`src/rtl/decode_ctrl_pipe.sv`:
```
// RV32I decode into a valid/ready decode->execute register with load-use bubble insertion.
// Define DECODE_MEXT_EN to also decode the RV32M multiply/divide group (alusel 16-23).
module decode_ctrl_pipe #(
    parameter int DWIDTH   = 32,
    parameter int LOAD_LAT = 0,
    parameter int ASWIDTH  = 5
) (
    input  logic               clk,
    input  logic               reset,
    input  logic [DWIDTH-1:0]  insn_i,
    input  logic               insn_valid_i,
    output logic               insn_ready_o,
    input  logic               flush_i,
    output logic               ctrl_valid_o,
    input  logic               ctrl_ready_i,
    output logic               pcsel_o,
    output logic               immsel_o,
    output logic               regwren_o,
    output logic               rs1sel_o,
    output logic               rs2sel_o,
    output logic               memren_o,
    output logic               memwren_o,
    output logic [1:0]         wbsel_o,
    output logic [ASWIDTH-1:0] alusel_o,
    output logic [4:0]         rd_o,
    output logic [4:0]         rs1_o,
    output logic [4:0]         rs2_o,
    output logic [2:0]         funct3_o,
    output logic               illegal_o
);

    localparam logic [6:0] OPC_LUI    = 7'b0110111;
    localparam logic [6:0] OPC_AUIPC  = 7'b0010111;
    localparam logic [6:0] OPC_JAL    = 7'b1101111;
    localparam logic [6:0] OPC_JALR   = 7'b1100111;
    localparam logic [6:0] OPC_BRANCH = 7'b1100011;
    localparam logic [6:0] OPC_LOAD   = 7'b0000011;
    localparam logic [6:0] OPC_STORE  = 7'b0100011;
    localparam logic [6:0] OPC_OPIMM  = 7'b0010011;
    localparam logic [6:0] OPC_OP     = 7'b0110011;

    localparam logic [6:0] F7_BASE = 7'b0000000;
    localparam logic [6:0] F7_ALT  = 7'b0100000;
    localparam logic [2:0] LAT     = 3'(LOAD_LAT);

    typedef struct packed {
        logic               pcsel;
        logic               immsel;
        logic               regwren;
        logic               rs1sel;
        logic               rs2sel;
        logic               memren;
        logic               memwren;
        logic [1:0]         wbsel;
        logic [ASWIDTH-1:0] alusel;
        logic [4:0]         rd;
        logic [4:0]         rs1;
        logic [4:0]         rs2;
        logic [2:0]         funct3;
        logic               illegal;
    } ctrl_t;

    function automatic logic [ASWIDTH-1:0] base_alu(input logic [2:0] f3);
        case (f3)
            3'b000:  return ASWIDTH'(0);
            3'b001:  return ASWIDTH'(2);
            3'b010:  return ASWIDTH'(3);
            3'b011:  return ASWIDTH'(4);
            3'b100:  return ASWIDTH'(5);
            3'b101:  return ASWIDTH'(6);
            3'b110:  return ASWIDTH'(8);
            default: return ASWIDTH'(9);
        endcase
    endfunction

    function automatic logic src_hit(input logic [4:0] r, input logic u1, input logic u2,
                                     input logic [4:0] s1, input logic [4:0] s2);
        return (r != 5'd0) && ((u1 && (s1 == r)) || (u2 && (s2 == r)));
    endfunction

    logic [6:0] opcode;
    logic [2:0] funct3;
    logic [6:0] funct7;
    assign opcode = insn_i[6:0];
    assign funct3 = insn_i[14:12];
    assign funct7 = insn_i[31:25];

    ctrl_t dec;
    logic  use_rs1, use_rs2;

    always_comb begin
        dec        = '0;
        dec.rd     = insn_i[11:7];
        dec.rs1    = insn_i[19:15];
        dec.rs2    = insn_i[24:20];
        dec.funct3 = funct3;
        use_rs1    = 1'b0;
        use_rs2    = 1'b0;
        case (opcode)
            OPC_LUI: begin
                dec.immsel = 1'b1; dec.rs2sel = 1'b1; dec.regwren = 1'b1;
                dec.alusel = ASWIDTH'(10);
            end
            OPC_AUIPC: begin
                dec.immsel = 1'b1; dec.rs1sel = 1'b1; dec.rs2sel = 1'b1; dec.regwren = 1'b1;
            end
            OPC_JAL: begin
                dec.pcsel = 1'b1; dec.immsel = 1'b1; dec.rs1sel = 1'b1; dec.rs2sel = 1'b1;
                dec.regwren = 1'b1; dec.wbsel = 2'b10;
            end
            OPC_JALR: begin
                dec.pcsel = 1'b1; dec.immsel = 1'b1; dec.rs2sel = 1'b1;
                dec.regwren = 1'b1; dec.wbsel = 2'b10; use_rs1 = 1'b1;
            end
            OPC_BRANCH: begin
                dec.pcsel = 1'b1; dec.immsel = 1'b1; dec.rs1sel = 1'b1;
                use_rs1 = 1'b1; use_rs2 = 1'b1;
            end
            OPC_LOAD: begin
                dec.immsel = 1'b1; dec.rs2sel = 1'b1; dec.regwren = 1'b1;
                dec.memren = 1'b1; dec.wbsel = 2'b01; use_rs1 = 1'b1;
            end
            OPC_STORE: begin
                dec.immsel = 1'b1; dec.rs2sel = 1'b1; dec.memwren = 1'b1;
                use_rs1 = 1'b1; use_rs2 = 1'b1;
            end
            OPC_OPIMM: begin
                dec.immsel = 1'b1; dec.rs2sel = 1'b1; dec.regwren = 1'b1; use_rs1 = 1'b1;
                dec.alusel = base_alu(funct3);
                // Only the shift-immediates carry a funct7 field; elsewhere those bits are immediate.
                if (funct3 == 3'b001 && funct7 != F7_BASE) dec.illegal = 1'b1;
                if (funct3 == 3'b101) begin
                    if (funct7 == F7_ALT)       dec.alusel  = ASWIDTH'(7);
                    else if (funct7 != F7_BASE) dec.illegal = 1'b1;
                end
            end
            OPC_OP: begin
                dec.regwren = 1'b1; use_rs1 = 1'b1; use_rs2 = 1'b1;
                case (funct7)
                    F7_BASE: dec.alusel = base_alu(funct3);
                    F7_ALT: begin
                        if (funct3 == 3'b000)      dec.alusel  = ASWIDTH'(1);
                        else if (funct3 == 3'b101) dec.alusel  = ASWIDTH'(7);
                        else                       dec.illegal = 1'b1;
                    end
`ifdef DECODE_MEXT_EN
                    7'b0000001: dec.alusel = ASWIDTH'({2'b10, funct3});
`endif
                    default: dec.illegal = 1'b1;
                endcase
            end
            default: dec.illegal = 1'b1;
        endcase
        if (dec.illegal) begin
            dec.pcsel   = 1'b0; dec.immsel = 1'b0; dec.regwren = 1'b0; dec.rs1sel = 1'b0;
            dec.rs2sel  = 1'b0; dec.memren = 1'b0; dec.memwren = 1'b0;
            dec.wbsel   = '0;   dec.alusel = '0;
        end
        if (dec.rd == 5'd0) dec.regwren = 1'b0;
    end

    ctrl_t      ctrl_q, ctrl_d;
    logic       ctrl_valid_q, ctrl_valid_d;
    logic [2:0] cnt_q, cnt_d;
    logic [4:0] pend_rd_q, pend_rd_d;
    logic       hazard, accept, depart;

    assign hazard = (ctrl_valid_q && ctrl_q.memren &&
                     src_hit(ctrl_q.rd, use_rs1, use_rs2, dec.rs1, dec.rs2)) ||
                    ((cnt_q != 3'd0) && src_hit(pend_rd_q, use_rs1, use_rs2, dec.rs1, dec.rs2));
    assign insn_ready_o = (!ctrl_valid_q || ctrl_ready_i) && !hazard && !flush_i;
    assign accept       = insn_valid_i && insn_ready_o;
    assign depart       = ctrl_valid_q && ctrl_ready_i && ctrl_q.memren;

    // NOTE: next state is built here with blocking assignments from a full default; only the
    // always_ff below uses non-blocking assignments, so no latch and no ordering race.
    always_comb begin
        ctrl_d       = ctrl_q;
        ctrl_valid_d = ctrl_valid_q;
        cnt_d        = cnt_q;
        pend_rd_d    = pend_rd_q;
        if (flush_i) begin
            ctrl_valid_d = 1'b0;
            cnt_d        = 3'd0;
        end else begin
            if (accept) begin
                ctrl_d       = dec;
                ctrl_valid_d = 1'b1;
            end else if (ctrl_ready_i) begin
                ctrl_valid_d = 1'b0;
            end
            if (depart) begin
                pend_rd_d = ctrl_q.rd;
                cnt_d     = LAT;
            end else if (cnt_q != 3'd0) begin
                cnt_d = cnt_q - 3'd1;
            end
        end
    end

    always_ff @(posedge clk or posedge reset) begin
        if (reset) begin
            ctrl_q       <= '0;
            ctrl_valid_q <= 1'b0;
            cnt_q        <= 3'd0;
            pend_rd_q    <= 5'd0;
        end else begin
            ctrl_q       <= ctrl_d;
            ctrl_valid_q <= ctrl_valid_d;
            cnt_q        <= cnt_d;
            pend_rd_q    <= pend_rd_d;
        end
    end

    assign ctrl_valid_o = ctrl_valid_q;
    assign pcsel_o      = ctrl_q.pcsel;
    assign immsel_o     = ctrl_q.immsel;
    assign regwren_o    = ctrl_q.regwren;
    assign rs1sel_o     = ctrl_q.rs1sel;
    assign rs2sel_o     = ctrl_q.rs2sel;
    assign memren_o     = ctrl_q.memren;
    assign memwren_o    = ctrl_q.memwren;
    assign wbsel_o      = ctrl_q.wbsel;
    assign alusel_o     = ctrl_q.alusel;
    assign rd_o         = ctrl_q.rd;
    assign rs1_o        = ctrl_q.rs1;
    assign rs2_o        = ctrl_q.rs2;
    assign funct3_o     = ctrl_q.funct3;
    assign illegal_o    = ctrl_q.illegal;

endmodule

```
`config.mk`:
```
export PLATFORM = sky130hd
export DESIGN_NAME = decode_ctrl_pipe
export DESIGN_NICKNAME = d
export VERILOG_FILES = /design/src/rtl/decode_ctrl_pipe.sv
export SDC_FILE = /design/constraint.sdc
export NUM_CORES = 1
export LEC_CHECK = 0
export ABC_CLOCK_PERIOD_IN_PS = 2300
export CORE_AREA = 2 2 80 82
export CTS_BUF_LIST = sky130_fd_sc_hd__clkbuf_16
export CTS_CLUSTER_SIZE = 40
export DETAILED_ROUTE_END_ITERATION = 10
export DIE_AREA = 0 0 82 84
export PLACE_DENSITY = 0.71
export SLEW_MARGIN = 10
export SYNTH_ARGS = -nofsm -noshare
export SYNTH_HDL_FRONTEND = slang
export SYNTH_SLANG_ARGS = --single-unit
```
`constraint.sdc`:
```
create_clock -name clk -period 2.3 [get_ports clk]
set_clock_uncertainty 0.15 [all_clocks]
set_input_delay 0.575 -clock clk [delete_from_list [all_inputs] [get_ports clk]]
set_output_delay 0.575 -clock clk [all_outputs]
set_load 0.01 [all_outputs]
```
==> flow_summary.json, run 1 <==
{
  "async_flop_share_pct": 100,
  "run_status": "finished, violations left",
  "antenna_found_initial": 0,
  "multi_input_area_um2": 1500,
  "slew_viol_final": 0,
  "grtUsageTotal_pct": 19.8,
  "via_per_inst": 4.99,
  "holdWs_ns": 0.356,
  "nets": 398,
  "crit_required_ns": 1.57,
  "violations": "negative setup slack",
  "synth_area_um2": 2500,
  "holdBufCountCts": 0,
  "hold_viol": 0,
  "synth_cell_types": 49,
  "fin_crit_ns": 2.65,
  "arrival_ns": 1.93,
  "antenna_left": 0,
  "die_w_um": 82,
  "pre_cts_ws_ns": -1.01,
  "rsz0062_at_grt": "yes",
  "yosysWarnings": 0,
  "synth_seq_area_share_pct": 40.0,
  "synthToLayoutAreaGrowth_pct": 59.3,
  "remaining_drc_errors": 0,
  "first_iter_violations": 35,
  "grt_pass1_wl_mm": 10.7,
  "worstSetupEndpointType": "output port",
  "firstDrtPassIters": 4,
  "slew_headroom_pct": 66.6,
  "final-seq-area_um2": 1000,
  "min-delay-path-class": "register to register",
  "synth-main-ff-cell": "dfrtp_1",
  "ys_ff_latch": 40,
  "path_class": "register to output port",
  "synth-edff-count": 0,
  "irDropWorstVdd_mv": 0.463,
  "dp_cells": 415,
  "core-area_um2": 6100,
  "setup_viol": 32,
  "syn-instance-count": 228,
  "syn_avg_cell_area_um2": 11.0,
  "die_area_um2": 6890,
  "nFillCells": 491,
  "clock-sinks": 40,
  "utilization_pct": 65.5,
  "ctsRootBufferMaster": "clkbuf_16",
  "io_buffers": 70,
  "wl_mm": 6.56,
  "cts_tree": "yes",
  "tightest_slew_ns": 0.502,
  "rows": 29,
  "antenna_cells": 0,
  "startpoint_type": "register",
  "yosys-top-cells-area": "dfrtp_1 40%, mux2_4 14%, mux2_2 5.8%",
  "grt_overflow": 0,
  "final_cell_mix": "55 x buf_4, 51 x clkdlybuf4s50_1, 40 x dfrtp_1",
  "fin_cells": 437,
  "path_clk_slew_ns": 0.05,
  "num_vias": 2179,
  "syn_nets": 267,
  "grt_pass1_vias": 2276,
  "drive_above_1_share_pct": 39.4,
  "io_pins": 72,
  "detailed_place_hpwl_mm": 4.68,
  "critPathMaxFanout": 2,
  "die_h_um": 84,
  "grt_max_degree": 41,
  "fin_crit_sh_pct": 115,
  "avgRoutedWirePerCell_um": 15.0,
  "start_util_pct": 41.1,
  "synth_top_cell_area_share_pct": 40.0,
  "final_common_cell": "buf_4",
  "p_per_area_nw_per_um2": 578,
  "synth_top_area_cell": "dfrtp_1",
  "gp_congestion": 0.850,
  "clockBufferDepth": 2,
  "power.leakage_nw": 1.82,
  "cts_made_buffers": 5,
  "cap_violations": 0,
  "clk_latency_ns": 0.28,
  "fmaxAchievable_ghz": 0.377,
  "fin_ws_ns": -0.354,
  "cts_max_level": 2
}
==> layer usage <==
layer / vias to the layer above / track usage [%] / part of all wire [%]
met2: 59 / 36.0 / 53
li1: 1067 / - / -
met4: 0 / 5.45 / 1.3
met3: 10 / 3.14 / 4.9
met1: 1043 / 23.6 / 41
met5: - / 0 / 0
==> cell type report <==
cell class / instances / area share, %
clock inverters: 3 / 0.282
multi-input cells: 170 / 37.5
flip-flops and latches: 40 / 25.1
clock buffers: 5 / 3.13
repair buffers: 135 / 30.9
well taps: 77 / 2.41
inverters: 7 / 0.658
==> registers in the layout, indices dropped and copies added, names as in the netlist, 3 cells and up <==
register   flops
pend_rd_q      5
rd_o           5
rs1_o          5
rs2_o          5
alusel_o       4
cnt_q          3
funct3_o       3
==> cells in the mapped netlist (4+ instances only) <==
master and instances:
inv_1 7, clkbuf_1 4, xor2_1 12, dfrtp_1 40, buf_6 4, xnor2_1 12, nand3_1 7, a21oi_1 7
nor2_1 20, nand2b_1 5, o21ai_0 7, nand2_1 8, mux2_4 23, nor3_1 9, nor4_1 4, mux2_2 13
==> critical path, cell delays in order (launching register included) <==
cell	delay, ns
dfrtp_1	0.39
or4_4	0.54
o211ai_1	0.24
nor2_2	0.07
o21ai_2	0.07
and3_1	0.20
buf_2	0.14
==> worst paths after layout <==
| check | cells past startpoint | endpoint | startpoint | slack, ns |
|---|---|---|---|---|
| max | 6 | insn_ready_o | rd_o[2]$_DFFE_PP0P_ | -0.35 |
| min | 1 | pcsel_o$_DFFE_PP0P_ | pcsel_o$_DFFE_PP0P_ | 0.36 |
| max reg2reg | 9 | memwren_o$_DFFE_PP0P_ | rd_o[2]$_DFFE_PP0P_ | -0.15 |
| min reg2reg | 1 | pcsel_o$_DFFE_PP0P_ | pcsel_o$_DFFE_PP0P_ | 0.36 |
| max in group asynchronous | 3 | funct3_o[1]$_DFFE_PP0P_ | reset | 1.09 |
| min in group asynchronous | 3 | cnt_q[0]$_DFFE_PP0P_ | reset | 0.56 |
==> per-stage QoR <==
step	total power, mW	area [um2]	TNS (ns)
after CTS	2.31	4020	-2.44
final	2.31	3990	-3.40
after detailed placement	1.62	3640	-22.12
after global placement	1.59	3640	-21.25
after global routing	2.44	3990	-4.37
after floorplan	1.23	2500	0
==> report_power, final <==
part	internal, mW	switching (mW)	leakage [nW]
logic	0.470	0.347	1.24
registers	0.791	0.0528	0.510
clock network	0.390	0.255	0.0738
total	1.65	0.655	1.82
==> logic make-up after synthesis <==
logic type	after synthesis	share of synthesized area (%)
AO/OA/AOI/OAI	30	8.19
XOR/XNOR	24	8.39
adder cells (fa/ha/maj)	2	0.999
buffers and inverters	18	4.25
flip-flops	40	40.0
multiplexers	37	20.0
other	1	0.150
AND/OR/NAND/NOR	76	18.0
==> repair_timing <==
action / CTS / global route
endpoints found under the setup margin: 33 / 33
hold endpoints to repair: 0 / 0
gates cloned: 2 / 0
buffers inserted: 16 / 2
resized for setup: 77 / 9
pin swaps: 21 / 9
No activity file was read; power rests on OpenSTA's default activity.
==> inputs of run 2 (changes only) <==
--- a/config.mk
+++ b/config.mk
@@ -5,6 +5,7 @@
 export SDC_FILE = /design/constraint.sdc
 export NUM_CORES = 1
 export LEC_CHECK = 0
+export ABC_AREA = 1
 export ABC_CLOCK_PERIOD_IN_PS = 2300
 export CORE_AREA = 2 2 80 82
 export CTS_BUF_LIST = sky130_fd_sc_hd__clkbuf_16
@@ -16,3 +17,4 @@
 export SYNTH_ARGS = -nofsm -noshare
 export SYNTH_HDL_FRONTEND = slang
 export SYNTH_SLANG_ARGS = --single-unit
+export TNS_END_PERCENT = 5
==> flow_summary.json, run 2 <==
{
  "run_status": "finished, violations left",
  "violations": "negative setup slack",
  "antenna_cells": 0,
  "p_per_area_nw_per_um2": 590,
  "yosysWarnings": 0,
  "slew_headroom_pct": 64.8,
  "synth-main-ff-cell": "dfrtp_1",
  "num_vias": 2713,
  "rows": 29,
  "min-delay-path-class": "register to register",
  "start_util_pct": 41.0,
  "synthToLayoutAreaGrowth_pct": 56.4,
  "detailed_place_hpwl_mm": 5.26,
  "multi_input_area_um2": 1380,
  "cap_violations": 0,
  "synth_area_um2": 2500,
  "synth_seq_area_share_pct": 40.0,
  "dpl_cell_area_um2": 3600,
  "cts_tree": "yes",
  "firstDrtPassIters": 4,
  "drive_above_1_share_pct": 28.2,
  "power_frac_clock_pct": 34.3,
  "worstSetupEndpointType": "output port",
  "yosysMostFrequentCell": "nand2_1",
  "wl_mm": 7.25,
  "rrSetupSlack_ns": 0.23,
  "fmaxAchievable_ghz": 0.433,
  "synth-edff-count": 0,
  "synth_commonest_cells": "133 x nand2_1, 46 x nand3_1, 40 x dfrtp_1",
  "slew_viol_final": 0,
  "arrival_ns": 1.59,
  "startpoint_type": "input port",
  "nFillCells": 584,
  "yosys-top-cells-area": "dfrtp_1 40%, nand2_1 20%, nand3_1 9.2%",
  "switching_share_pct": 29.2,
  "setup_tns_ns": -0.0107,
  "power_frac_seq_pct": 36.5,
  "grt_max_degree": 41,
  "hold_viol": 0,
  "power.leakage_nw": 2.07,
  "syn_avg_cell_area_um2": 6.93,
  "tightest_slew_ns": 0.529,
  "critPathMaxFanout": 4,
  "switching_power_mw": 0.675,
  "grtUsageTotal_pct": 21.9,
  "first_iter_violations": 156,
  "async_flop_share_pct": 100,
  "via_per_inst": 4.78,
  "p_int_mw": 1.63,
  "antenna_found_initial": 0,
  "pre_cts_ws_ns": -0.831,
  "grt_pass1_wl_mm": 11.8,
  "fin_crit_ns": 2.31,
  "die_w_um": 82,
  "final_cell_mix": "124 x nand2_1, 61 x buf_4, 51 x clkdlybuf4s50_1",
  "antenna_left": 0,
  "cts_max_level": 2,
  "cts_made_buffers": 5,
  "io_pins": 72,
  "rsz0062_at_grt": "yes",
  "fin_ws_ns": -0.0107,
  "fin_crit_sh_pct": 100,
  "clk_latency_ns": 0.28,
  "grt_overflow": 0,
  "irDropWorstVdd_mv": 0.358,
  "synth_top_area_cell": "dfrtp_1",
  "setup_viol": 1,
  "die_h_um": 84,
  "final-seq-area_um2": 1000,
  "crit_required_ns": 1.57,
  "core-area_um2": 6100,
  "die_area_um2": 6890,
  "finalPower_mw": 2.31,
  "path_clk_slew_ns": 0.06,
  "clockBufferDepth": 2,
  "synth_top_cell_area_share_pct": 40.0,
  "path_class": "input port to output port",
  "remaining_drc_errors": 0,
  "p_comb_share_pct": 29.1,
  "ctsRootBufferMaster": "clkbuf_16",
  "syn-instance-count": 361,
  "ys_ff_latch": 40,
  "avgRoutedWirePerCell_um": 12.8,
  "final_common_cell": "nand2_1",
  "syn_nets": 400,
  "clock-sinks": 40,
  "io_buffers": 70,
  "nets": 528,
  "final_area_um2": 3910,
  "synth_cell_types": 30,
  "gp_congestion": 0.969,
  "grt_pass1_vias": 2708
}
==> run 2: cell count changes after synthesis, sizes merged, moves of 10 or more <==
cell   delta
inv      +31
nand2   +129
xnor2    -10
nor2     +20
mux2     -35
nand3    +41
==> run 2: worst paths after layout <==
check,start,end,cells after the start
min in group asynchronous,reset,rs2_o[4]$_DFFE_PP0P_,3
setup / recovery,insn_i[20],insn_ready_o,9
hold / removal,funct3_o[1]$_DFFE_PP0P_,funct3_o[1]$_DFFE_PP0P_,2
max in group asynchronous,reset,rd_o[2]$_DFFE_PP0P_,3
setup reg to reg,pend_rd_q[2]$_DFFE_PP0P_,ctrl_valid_o$_DFFE_PP0P_,14
hold reg to reg,funct3_o[1]$_DFFE_PP0P_,funct3_o[1]$_DFFE_PP0P_,2
==> run 2: cells by family after synthesis <==
kind of cell | Yosys count | synth area share, %
and+or+nand+nor | 234 | 40.2
DFF | 40 | 40.0
xor gates and xnor gates | 14 | 4.90
other | 1 | 0.150
buffers and inverters | 49 | 9.00
AOI/OAI and AO/OA | 20 | 4.30
muxes | 1 | 0.450
adders and majority gates | 2 | 1.00
==> run 2: layout make-up <==
type	count	share of cell area (%)
Timing Repair Buffer	132	28.7
Tap cell	77	2.46
Clock inverter	3	1.09
Sequential cell	40	25.7
Inverter	38	3.65
Clock buffer	5	3.20
Multi-Input combinational cell	272	35.3
==> run 2: power groups by stage <==
stage	registers (mW)	logic (mW)	clock network, mW
2_1_floorplan	0.869	0.287	0
4_1_cts	0.841	0.645	0.803
6_report	0.844	0.672	0.793
3_5_place_dp	0.852	0.630	0
3_3_place_gp	0.850	0.615	0
5_1_grt	0.855	0.745	0.826
==> run 2: layer usage <==
layer	global-route usage, %	wire length, um
met1	25.8	3090
met2	38.7	3640
met5	0	0
met3	4.33	369
met4	7.27	157
==> run 2: worst max-delay path, cell delays in order <==
cell and delay (ns):
clkdlybuf4s15_2 0.22, xor2_1 0.17, nor2_1 0.16, nand3_2 0.10
nand2_2 0.07, nand3_2 0.08, inv_2 0.07, nor2_4 0.04
buf_6 0.11
==> run 2: timing repair <==
item                       in CTS  in global routing
hold endpoints to repair        0                  0
cloned                          0                  0
resized for setup              77                 32
hold buffers                    0                  0
setup buffers                   5                  8
setup endpoints to repair      15                  5
pin swaps                      14                 19
==> run 2: metrics by stage <==
stage | instances | utilization, % | hold slack (ns)
5_1_grt | 567 | 64.2 | 0.353
4_1_cts | 559 | 63.1 | 0.333
2_1_floorplan | 361 | - | 0.330
6_report | 567 | 64.2 | 0.333
3_3_place_gp | 546 | 59.0 | 0.313
3_5_place_dp | 546 | 59.0 | 0.315
==> inputs of run 3 (changes only) <==
--- a/config.mk
+++ b/config.mk
@@ -7,12 +7,14 @@
 export LEC_CHECK = 0
 export ABC_AREA = 1
 export ABC_CLOCK_PERIOD_IN_PS = 2300
+export CAP_MARGIN = 20
 export CORE_AREA = 2 2 80 82
 export CTS_BUF_LIST = sky130_fd_sc_hd__clkbuf_16
-export CTS_CLUSTER_SIZE = 40
+export CTS_CLUSTER_SIZE = 30
 export DETAILED_ROUTE_END_ITERATION = 10
 export DIE_AREA = 0 0 82 84
 export PLACE_DENSITY = 0.71
+export SKIP_LAST_GASP = 1
 export SLEW_MARGIN = 10
 export SYNTH_ARGS = -nofsm -noshare
 export SYNTH_HDL_FRONTEND = slang
==> flow_summary.json, run 3 (synthesis gave the netlist of run 2 again) <==
{
  "run_status": "finished, violations left",
  "violations": "negative setup slack",
  "cts_tree": "yes",
  "io_pins": 72,
  "setup_viol": 1,
  "fmaxAchievable_ghz": 0.433,
  "synthToLayoutAreaGrowth_pct": 56.3,
  "arrival_ns": 1.59,
  "tightest_slew_ns": 0.531,
  "start_util_pct": 41.0,
  "dp_cells": 546,
  "avgRoutedWirePerCell_um": 12.8,
  "grtUsageTotal_pct": 21.9,
  "hold_viol": 0,
  "fin_crit_sh_pct": 100,
  "core-area_um2": 6100,
  "fin_crit_ns": 2.31,
  "p_comb_share_pct": 29.1,
  "slew_viol_final": 0,
  "fin_cells": 567,
  "antenna_left": 0,
  "drive_above_1_share_pct": 27.8,
  "worstSetupEndpointType": "output port",
  "min-delay-path-class": "register to register",
  "clockBufferDepth": 2,
  "grt_pass1_wl_mm": 11.8,
  "p_per_area_nw_per_um2": 591,
  "clock-sinks": 40,
  "rsz0062_at_grt": "yes",
  "power_frac_clock_pct": 34.3,
  "grt_overflow": 0,
  "rows": 29,
  "via_per_inst": 4.79,
  "final_common_cell": "nand2_1",
  "switching_power_mw": 0.675,
  "cts_max_level": 2,
  "critPathMaxFanout": 4,
  "gp_congestion": 0.969,
  "detailed_place_hpwl_mm": 5.26,
  "p_int_mw": 1.64,
  "switching_share_pct": 29.2,
  "finalPower_mw": 2.31,
  "cts_made_buffers": 5,
  "first_iter_violations": 153,
  "path_clk_slew_ns": 0.06,
  "fin_ws_ns": -0.0108,
  "cap_violations": 0,
  "final_cell_mix": "124 x nand2_1, 60 x buf_4, 52 x clkdlybuf4s50_1",
  "antenna_cells": 0,
  "startpoint_type": "input port",
  "power_frac_seq_pct": 36.5,
  "grt_max_degree": 41,
  "ctsRootBufferMaster": "clkbuf_16",
  "num_vias": 2714,
  "remaining_drc_errors": 0,
  "nets": 528,
  "clk_latency_ns": 0.28,
  "die_area_um2": 6890,
  "path_class": "input port to output port",
  "wl_mm": 7.23,
  "rrSetupSlack_ns": 0.23,
  "die_h_um": 84,
  "crit_required_ns": 1.57,
  "antenna_found_initial": 0,
  "io_buffers": 70,
  "grt_pass1_vias": 2708,
  "irDropWorstVdd_mv": 0.358,
  "die_w_um": 82,
  "slew_headroom_pct": 64.6,
  "power.leakage_nw": 2.07,
  "firstDrtPassIters": 4
}
[run 3: worst max-delay path, cell delays in order]
cell	delay [ns]
clkdlybuf4s15_2	0.22
xor2_1	0.17
nor2_1	0.16
nand3_2	0.10
nand2_2	0.07
nand3_2	0.08
inv_2	0.07
nor2_4	0.04
buf_6	0.11
[run 3: final cells by class]
class	instances	area (um2)
multi-input combinational	272	1380
sequential	40	1000
tap	77	96.3
timing repair buffer	132	1120
clock inverter	3	42.5
inverter	38	143
fill	583	2190
clock buffer	5	125
[run 3: power groups by stage]
stage	sequential, mW	combinational, mW	clock, mW
3_5_place_dp	0.852	0.630	0
6_report	0.844	0.673	0.793
4_1_cts	0.841	0.645	0.803
5_1_grt	0.855	0.746	0.826
2_1_floorplan	0.869	0.287	0
3_3_place_gp	0.850	0.615	0
[run 3: timing repair]
item,CTS,global route
pin swaps,14,19
gates resized for setup,77,30
setup endpoints to repair,15,5
setup buffers,5,8
hold buffers,0,0
[run 3: per-stage QoR]
| stage | TNS [ns] | utilization [%] | instance area [um2] | hold slack, ns | setup WS, ns |
|---|---|---|---|---|---|
| 3_3_place_gp | -9.57 | 59.0 | 3600 | 0.313 | -0.818 |
| 6_report | -0.0108 | 64.1 | 3910 | 0.332 | -0.0108 |
| 5_1_grt | -0.0911 | 64.1 | 3910 | 0.353 | -0.0664 |
| 3_5_place_dp | -10.13 | 59.0 | 3600 | 0.315 | -0.831 |
| 4_1_cts | -0.0374 | 63.1 | 3840 | 0.333 | -0.0374 |
| 2_1_floorplan | 0 | - | 2500 | 0.330 | 0.118 |
[run 3: worst paths after layout]
path	cells past startpoint	from	endpoint
min in group asynchronous	3	reset	rs2_o[4]$_DFFE_PP0P_
worst min-delay path	2	alusel_o[0]$_DFFE_PP0P_	alusel_o[0]$_DFFE_PP0P_
max in group asynchronous	3	reset	rd_o[2]$_DFFE_PP0P_
worst min register to register	2	alusel_o[0]$_DFFE_PP0P_	alusel_o[0]$_DFFE_PP0P_
worst max register to register	14	pend_rd_q[2]$_DFFE_PP0P_	ctrl_valid_o$_DFFE_PP0P_
worst max-delay path	9	insn_i[20]	insn_ready_o
[run 3: metal layers]
metal	vias up	wire, um	GRT usage, %	share of wire, %
li1	1384	-	-	-
met1	1247	3080	25.8	43
met2	69	3630	38.7	50
met3	14	369	4.33	5.1
met4	0	157	7.27	2.2
met5	-	0	0	0
